[src/rtl/hazard_stall_ctrl_pkg.sv]
// Shared opcode and FSM definitions for the pipeline hazard controller.
package hazard_stall_ctrl_pkg;

   // RISC-V opcode[6:2] for conditional branches
   localparam logic [4:0] OpcodeBranch = 5'b11000;

   typedef enum logic [0:0] {
      StIdle,
      StStall
   } hz_state_e;

endpackage

[src/rtl/hazard_dep_detect.sv]
// Combinational dependency check: returns the stall length N demanded by the ID-stage instruction.
module hazard_dep_detect
   import hazard_stall_ctrl_pkg::*;
#(
   parameter int unsigned REG_AW   = 5,
   parameter int unsigned LOAD_LAT = 1,
   parameter int unsigned CNT_W    = 3
) (
   input  logic [REG_AW-1:0] id_rs1,
   input  logic [REG_AW-1:0] id_rs2,
   input  logic [4:0]        id_opcode,
   input  logic [REG_AW-1:0] ex_rd,
   input  logic              ex_mem_read,
   input  logic              ex_reg_write,
   input  logic [REG_AW-1:0] mem_rd,
   input  logic              mem_mem_read,
   output logic [CNT_W-1:0]  n
);

   logic        is_branch;
   logic        ex_hit;
   logic        mem_hit;
   int unsigned need;

   assign is_branch = (id_opcode == OpcodeBranch);
   // x0 is never a real producer
   assign ex_hit  = (ex_rd != '0) && ((id_rs1 == ex_rd) || (id_rs2 == ex_rd));
   assign mem_hit = (mem_rd != '0) && ((id_rs1 == mem_rd) || (id_rs2 == mem_rd));

   always_comb begin
      need = 0;
      if (ex_hit && ex_mem_read) need = LOAD_LAT;
      if (is_branch) begin
         if (ex_hit && ex_reg_write && !ex_mem_read && need < 1) need = 1;
         if (ex_hit && ex_mem_read) need = LOAD_LAT + 1;
         if (mem_hit && mem_mem_read && need < LOAD_LAT) need = LOAD_LAT;
      end
      n = CNT_W'(need);
   end

endmodule

[src/rtl/hazard_stall_ctrl.sv]
// Pipeline hazard controller: stall sequencing, memory freeze and mispredict flush.
// Optional performance counters are built when HAZARD_PERF_CNT_EN is defined.
module hazard_stall_ctrl
   import hazard_stall_ctrl_pkg::*;
#(
   parameter int unsigned REG_AW   = 5,
   parameter int unsigned LOAD_LAT = 1,
   parameter int unsigned CNT_W    = 3
) (
   input  logic              clk,
   input  logic              rst,
   input  logic [REG_AW-1:0] id_rs1,
   input  logic [REG_AW-1:0] id_rs2,
   input  logic [4:0]        id_opcode,
   input  logic [REG_AW-1:0] ex_rd,
   input  logic              ex_mem_read,
   input  logic              ex_reg_write,
   input  logic [REG_AW-1:0] mem_rd,
   input  logic              mem_mem_read,
   input  logic              mem_busy,
   input  logic              br_mispredict,
   output logic              pc_hold,
   output logic              if_id_hold,
   output logic              id_ex_bubble,
   output logic              if_id_flush,
   output logic              stall_busy
`ifdef HAZARD_PERF_CNT_EN
   ,
   output logic [31:0]       perf_stall_cyc,
   output logic [31:0]       perf_flush_cnt
`endif
);

   logic [CNT_W-1:0] n;
   logic [CNT_W-1:0] cnt_q, cnt_d;
   hz_state_e        state_q, state_d;
   logic             sync_q, run_q;
   logic             stall;

   hazard_dep_detect #(
      .REG_AW  (REG_AW),
      .LOAD_LAT(LOAD_LAT),
      .CNT_W   (CNT_W)
   ) u_dep_detect (
      .id_rs1      (id_rs1),
      .id_rs2      (id_rs2),
      .id_opcode   (id_opcode),
      .ex_rd       (ex_rd),
      .ex_mem_read (ex_mem_read),
      .ex_reg_write(ex_reg_write),
      .mem_rd      (mem_rd),
      .mem_mem_read(mem_mem_read),
      .n           (n)
   );

   // Reset asserts asynchronously; run_q releases two clocks after rst rises.
   always_ff @(posedge clk or negedge rst) begin
      if (!rst) begin
         sync_q <= 1'b0;
         run_q  <= 1'b0;
      end else begin
         sync_q <= 1'b1;
         run_q  <= sync_q;
      end
   end

   always_ff @(posedge clk or negedge rst) begin
      if (!rst) begin
         state_q <= StIdle;
         cnt_q   <= '0;
      end else begin
         state_q <= state_d;
         cnt_q   <= cnt_d;
      end
   end

   always_comb begin
      state_d      = state_q;
      cnt_d        = cnt_q;
      stall        = 1'b0;
      pc_hold      = 1'b0;
      if_id_hold   = 1'b0;
      id_ex_bubble = 1'b0;
      if_id_flush  = 1'b0;
      if (!run_q) begin
         state_d = StIdle;
         cnt_d   = '0;
      end else if (mem_busy) begin
         // Freeze: state and count hold, no bubble, mispredict ignored
         pc_hold    = 1'b1;
         if_id_hold = 1'b1;
      end else begin
         unique case (state_q)
            StIdle: begin
               if (n != '0) begin
                  stall = 1'b1;
                  if (n > CNT_W'(1)) begin
                     cnt_d   = n - CNT_W'(1);
                     state_d = StStall;
                  end
               end
            end
            StStall: begin
               if (cnt_q == '0) begin
                  state_d = StIdle;
               end else begin
                  stall = 1'b1;
                  cnt_d = cnt_q - CNT_W'(1);
                  if (cnt_q == CNT_W'(1)) state_d = StIdle;
               end
            end
         endcase
         pc_hold      = stall;
         if_id_hold   = stall;
         id_ex_bubble = stall;
         if_id_flush  = br_mispredict & ~stall;
      end
   end

   assign stall_busy = run_q && (state_q == StStall);

`ifdef HAZARD_PERF_CNT_EN
   always_ff @(posedge clk or negedge rst) begin
      if (!rst) begin
         perf_stall_cyc <= '0;
         perf_flush_cnt <= '0;
      end else begin
         if ((id_ex_bubble || (mem_busy && run_q)) && perf_stall_cyc != '1) begin
            perf_stall_cyc <= perf_stall_cyc + 32'd1;
         end
         if (if_id_flush && perf_flush_cnt != '1) begin
            perf_flush_cnt <= perf_flush_cnt + 32'd1;
         end
      end
   end
`endif

endmodule
[config.mk]
export PLATFORM = sky130hd
export DESIGN_NAME = hazard_stall_ctrl
export DESIGN_NICKNAME = d
export VERILOG_FILES = /design/src/rtl/hazard_stall_ctrl_pkg.sv /design/src/rtl/hazard_dep_detect.sv /design/src/rtl/hazard_stall_ctrl.sv
export SDC_FILE = /design/constraint.sdc
export NUM_CORES = 1
export LEC_CHECK = 0
export ABC_AREA = 0
export BUFFER_PORTS_ARGS = -buffer_cell sky130_fd_sc_hd__buf_2
export CORE_MARGIN = 1.5
export CORE_UTILIZATION = 46
export DETAILED_ROUTE_END_ITERATION = 7
export GPL_TIMING_DRIVEN = 0
export PLACE_DENSITY_LB_ADDON = 0.3
export RECOVER_POWER = 100
export SKIP_CTS_REPAIR_TIMING = 1
export SLEW_MARGIN = 20
export SYNTH_ARGS = -nofsm -noshare
export SYNTH_HDL_FRONTEND = slang
export SYNTH_HIERARCHICAL = 1
export SYNTH_SLANG_ARGS = --single-unit
[constraint.sdc]
create_clock -name clk -period 2.5 [get_ports clk]
set_input_delay 0.125 -clock clk [delete_from_list [all_inputs] [get_ports clk]]
set_output_delay 0.125 -clock clk [all_outputs]
set_load 0.05 [all_outputs]
==> summary.md <==
| Metric | Value |
|---|---|
| Status | completed |
| Crit path kind | in -> out |
| Die Wd | 44.9 um |
| Ys async rst share | 1.00 |
| First-pass GRT wire length | 2730 um |
| Crit path DAT | 2.25 ns |
| Post-placement cell count | 145 |
| Syn_area_per_cell | 8.68 um2 |
| Pwr/cell area | 331 nW/um2 |
| GRT Total Usage | 0.178 |
| Worst path cell trace | buf_2, xor2_1, nor3_1, nand3_1, a21oi_2, a21oi_1, o211ai_1, inv_1, ha_4, a21oi_4, o21a_1, buf_4, buf_6 |
| Netlist cell types | 37 |
| Sequential element share of the synthesized area | 0.186 |
| Clock skew | 0.00118 ns |
| Total congestion overflow | 0 |
| Max-Cap Viols | 0 |
| Leak | 0.491 nW |
| Placement Cell Area | 1020 um2 |
| DR WL/cell | 11.2 um |
| Post-synth EDFFs | 0 |
| H-tree level count | 1 |
| Fin. Hold Viols | 0 |
| Core Area | 1580 um2 |
| Max incr delay on CP | 0.26 ns |
| Cell taking the most area after synthesis | dfrtp_1 |
| Worst-Margin Slew | 0.588 ns |
| Max VDD drop | 0.238 mV |
| Buf+Inv Stages, Crit Path | 4 |
| Max Slew Vio Count | 0 |
| Setup TNS | 0 ns |
| Antenna Nets Post-Route | 0 |
| Initial antenna violation count | 0 |
| Initial Util | 0.512 |
| Iter 0 DRT Violations | 1 |
| Commonest cells in the synthesized netlist | 13 x xor2_1, 9 x xnor2_1, 6 x dfrtp_1, 6 x ha_1 |
| CP Capture Type | output pin |
| Hold crit path type | in -> async |
| Largest net degree at the start of global routing | 11 |
| Total wire length | 1670 um |
| Vias | 785 |
| Ys Warns | 6 |
| Largest fanout on the critical path | 4 |
| Diode count | 0 |
| Mapped Area | 807 um2 |
| Primary FF master, synth | dfrtp_1 |
| Area Overhead vs Synth | 36.4% |
| Syn Inst Count | 93 |
| Nets | 174 |
| Final min period | 2.38 ns |
| Hold_ws | 0.282 ns |
| Residual DRC | 0 |
| CP Data Required Time | 2.38 ns |
| Port Buffers | 36 |
| Worst-skew pair later-pin latency | 0.23 ns |
| Vias in the first global route | 732 |
| CTS Buf Count | 3 |
| Slew headroom | 0.610 |
| Top-count cell post-synth | xor2_1 |
| Post-Layout Cell Count | 150 |
| Setup violators final | 0 |
| Synth Register Bits | 6 |
| Worst R2R Setup Slack | 0.96 ns |
| Final Power | 0.000364 W |
| Placement Rows | 14 |
| Startpoint types | input port |
| Post-route cell area | 1100 um2 |
| Die area | 2010 um2 |
| Synthesized Nets | 131 |
| Top cell type's share of synthesized area | 0.186 |
| Top cell family by delay on the critical path | compound AO/OA/AOI/OAI gates |
| Vias per cell | 5.23 |
| RSZ-0062 raised after global routing | yes |
| Die height | 44.9 um |
| Top cells by area, synth | dfrtp_1 19%, xor2_1 14%, xnor2_1 9.8%, ha_1 9.3%, o31a_1 3.3% |
| Worst path slowest cell | o211ai_1 |
| Fmax | 0.420 GHz |
| Root buffer cell | clkbuf_4 |
| IO Count | 37 |
| CTS tree | yes |
| Share of layout cells above drive strength 1 | 0.373 |
| Dpl hpwl | 1490 um |
| CTS max path bufs | 2 |
| Gpl congestion | 0.825 |
| Clk slew on worst S/H paths | 0.04 ns |
| Final Cycle Share | 0.952 |
| Clock sink total | 6 |
| Drt pass-1 iters | 3 |
==> sequential cells by signal (all words and copies together), names as in the netlist <==
register  flops
cnt_q         3
state_q       1
sync_q        1
run_q         1
==> worst reg2reg max path, delay by kind of cell, from the launching register on <==
kind | cells | cell delay (ns)
compound gates | 1 | 0.28
fa+ha+maj | 1 | 0.19
buf+inv | 1 | 0.12
flops | 1 | 0.37
simple gates | 3 | 0.46
==> layer usage <==
layer  track usage  up-vias  share of wire
met3        0.0240        0          0.038
met5             0        -              0
li1              -      410              -
met4        0.0353        0              0
met2         0.339       21           0.51
met1         0.211      354           0.45
==> cell usage in the layout (no fill, tap or decap), types with 2 or more instances in the layout <==
cell / count
buf_2: 30
xor2_1: 13
xnor2_1: 9
dfrtp_1: 6
nand3_1: 5
ha_1: 5
clkbuf_4: 5
inv_1: 4
nor2_1: 4
buf_4: 4
nand2_1: 3
o31a_1: 3
a21oi_1: 3
nor3_1: 3
buf_6: 2
a21boi_0: 2
and3_1: 2
clkbuf_1: 2
conb_1: 2
or4_1: 2
nand3b_1: 2
==> final timing paths <==
| path | startpoint | to | cells past startpoint |
|---|---|---|---|
| worst min register to register | sync_q | run_q | 0 |
| worst max register to register | cnt_q[0] | cnt_q[0] | 6 |
| worst min-delay path | rst | state_q | 2 |
| min in group clk | mem_busy | state_q | 3 |
| max in group asynchronous | rst | cnt_q[1] | 2 |
| worst max-delay path | ex_rd[4] | pc_hold | 13 |
==> logic make-up after synthesis <==
family,synth area share
compound gates,0.149
xor+xnor,0.239
fa+ha+maj,0.0930
buf+inv,0.0512
flops,0.186
mux,0.0124
other cells,0.00931
simple gates,0.260
==> area by class of cell <==
cell class	instances	area (um2)
Clock buffer	3	22.5
Buffer	3	26.3
Tap cell	16	20.0
Inverter	4	15.0
Multi-Input combinational cell	80	658
Timing Repair Buffer	38	209
Sequential cell	6	150
Fill cell	128	475
==> through the flow <==
stage | setup slack, ns | util
2_1_floorplan | -0.0802 | -
3_3_place_gp | -0.200 | 0.648
3_5_place_dp | -0.296 | 0.648
4_1_cts | -0.303 | 0.663
5_1_grt | -0.0263 | 0.698
6_report | 0.121 | 0.698
==> where the power goes <==
group	switching, W	internal (W)
registers	0.00000484	0.000105
logic	0.0000921	0.0000811
clock network	0.0000277	0.0000538
total	0.000125	0.000240
No activity file was read; power rests on OpenSTA's default activity.
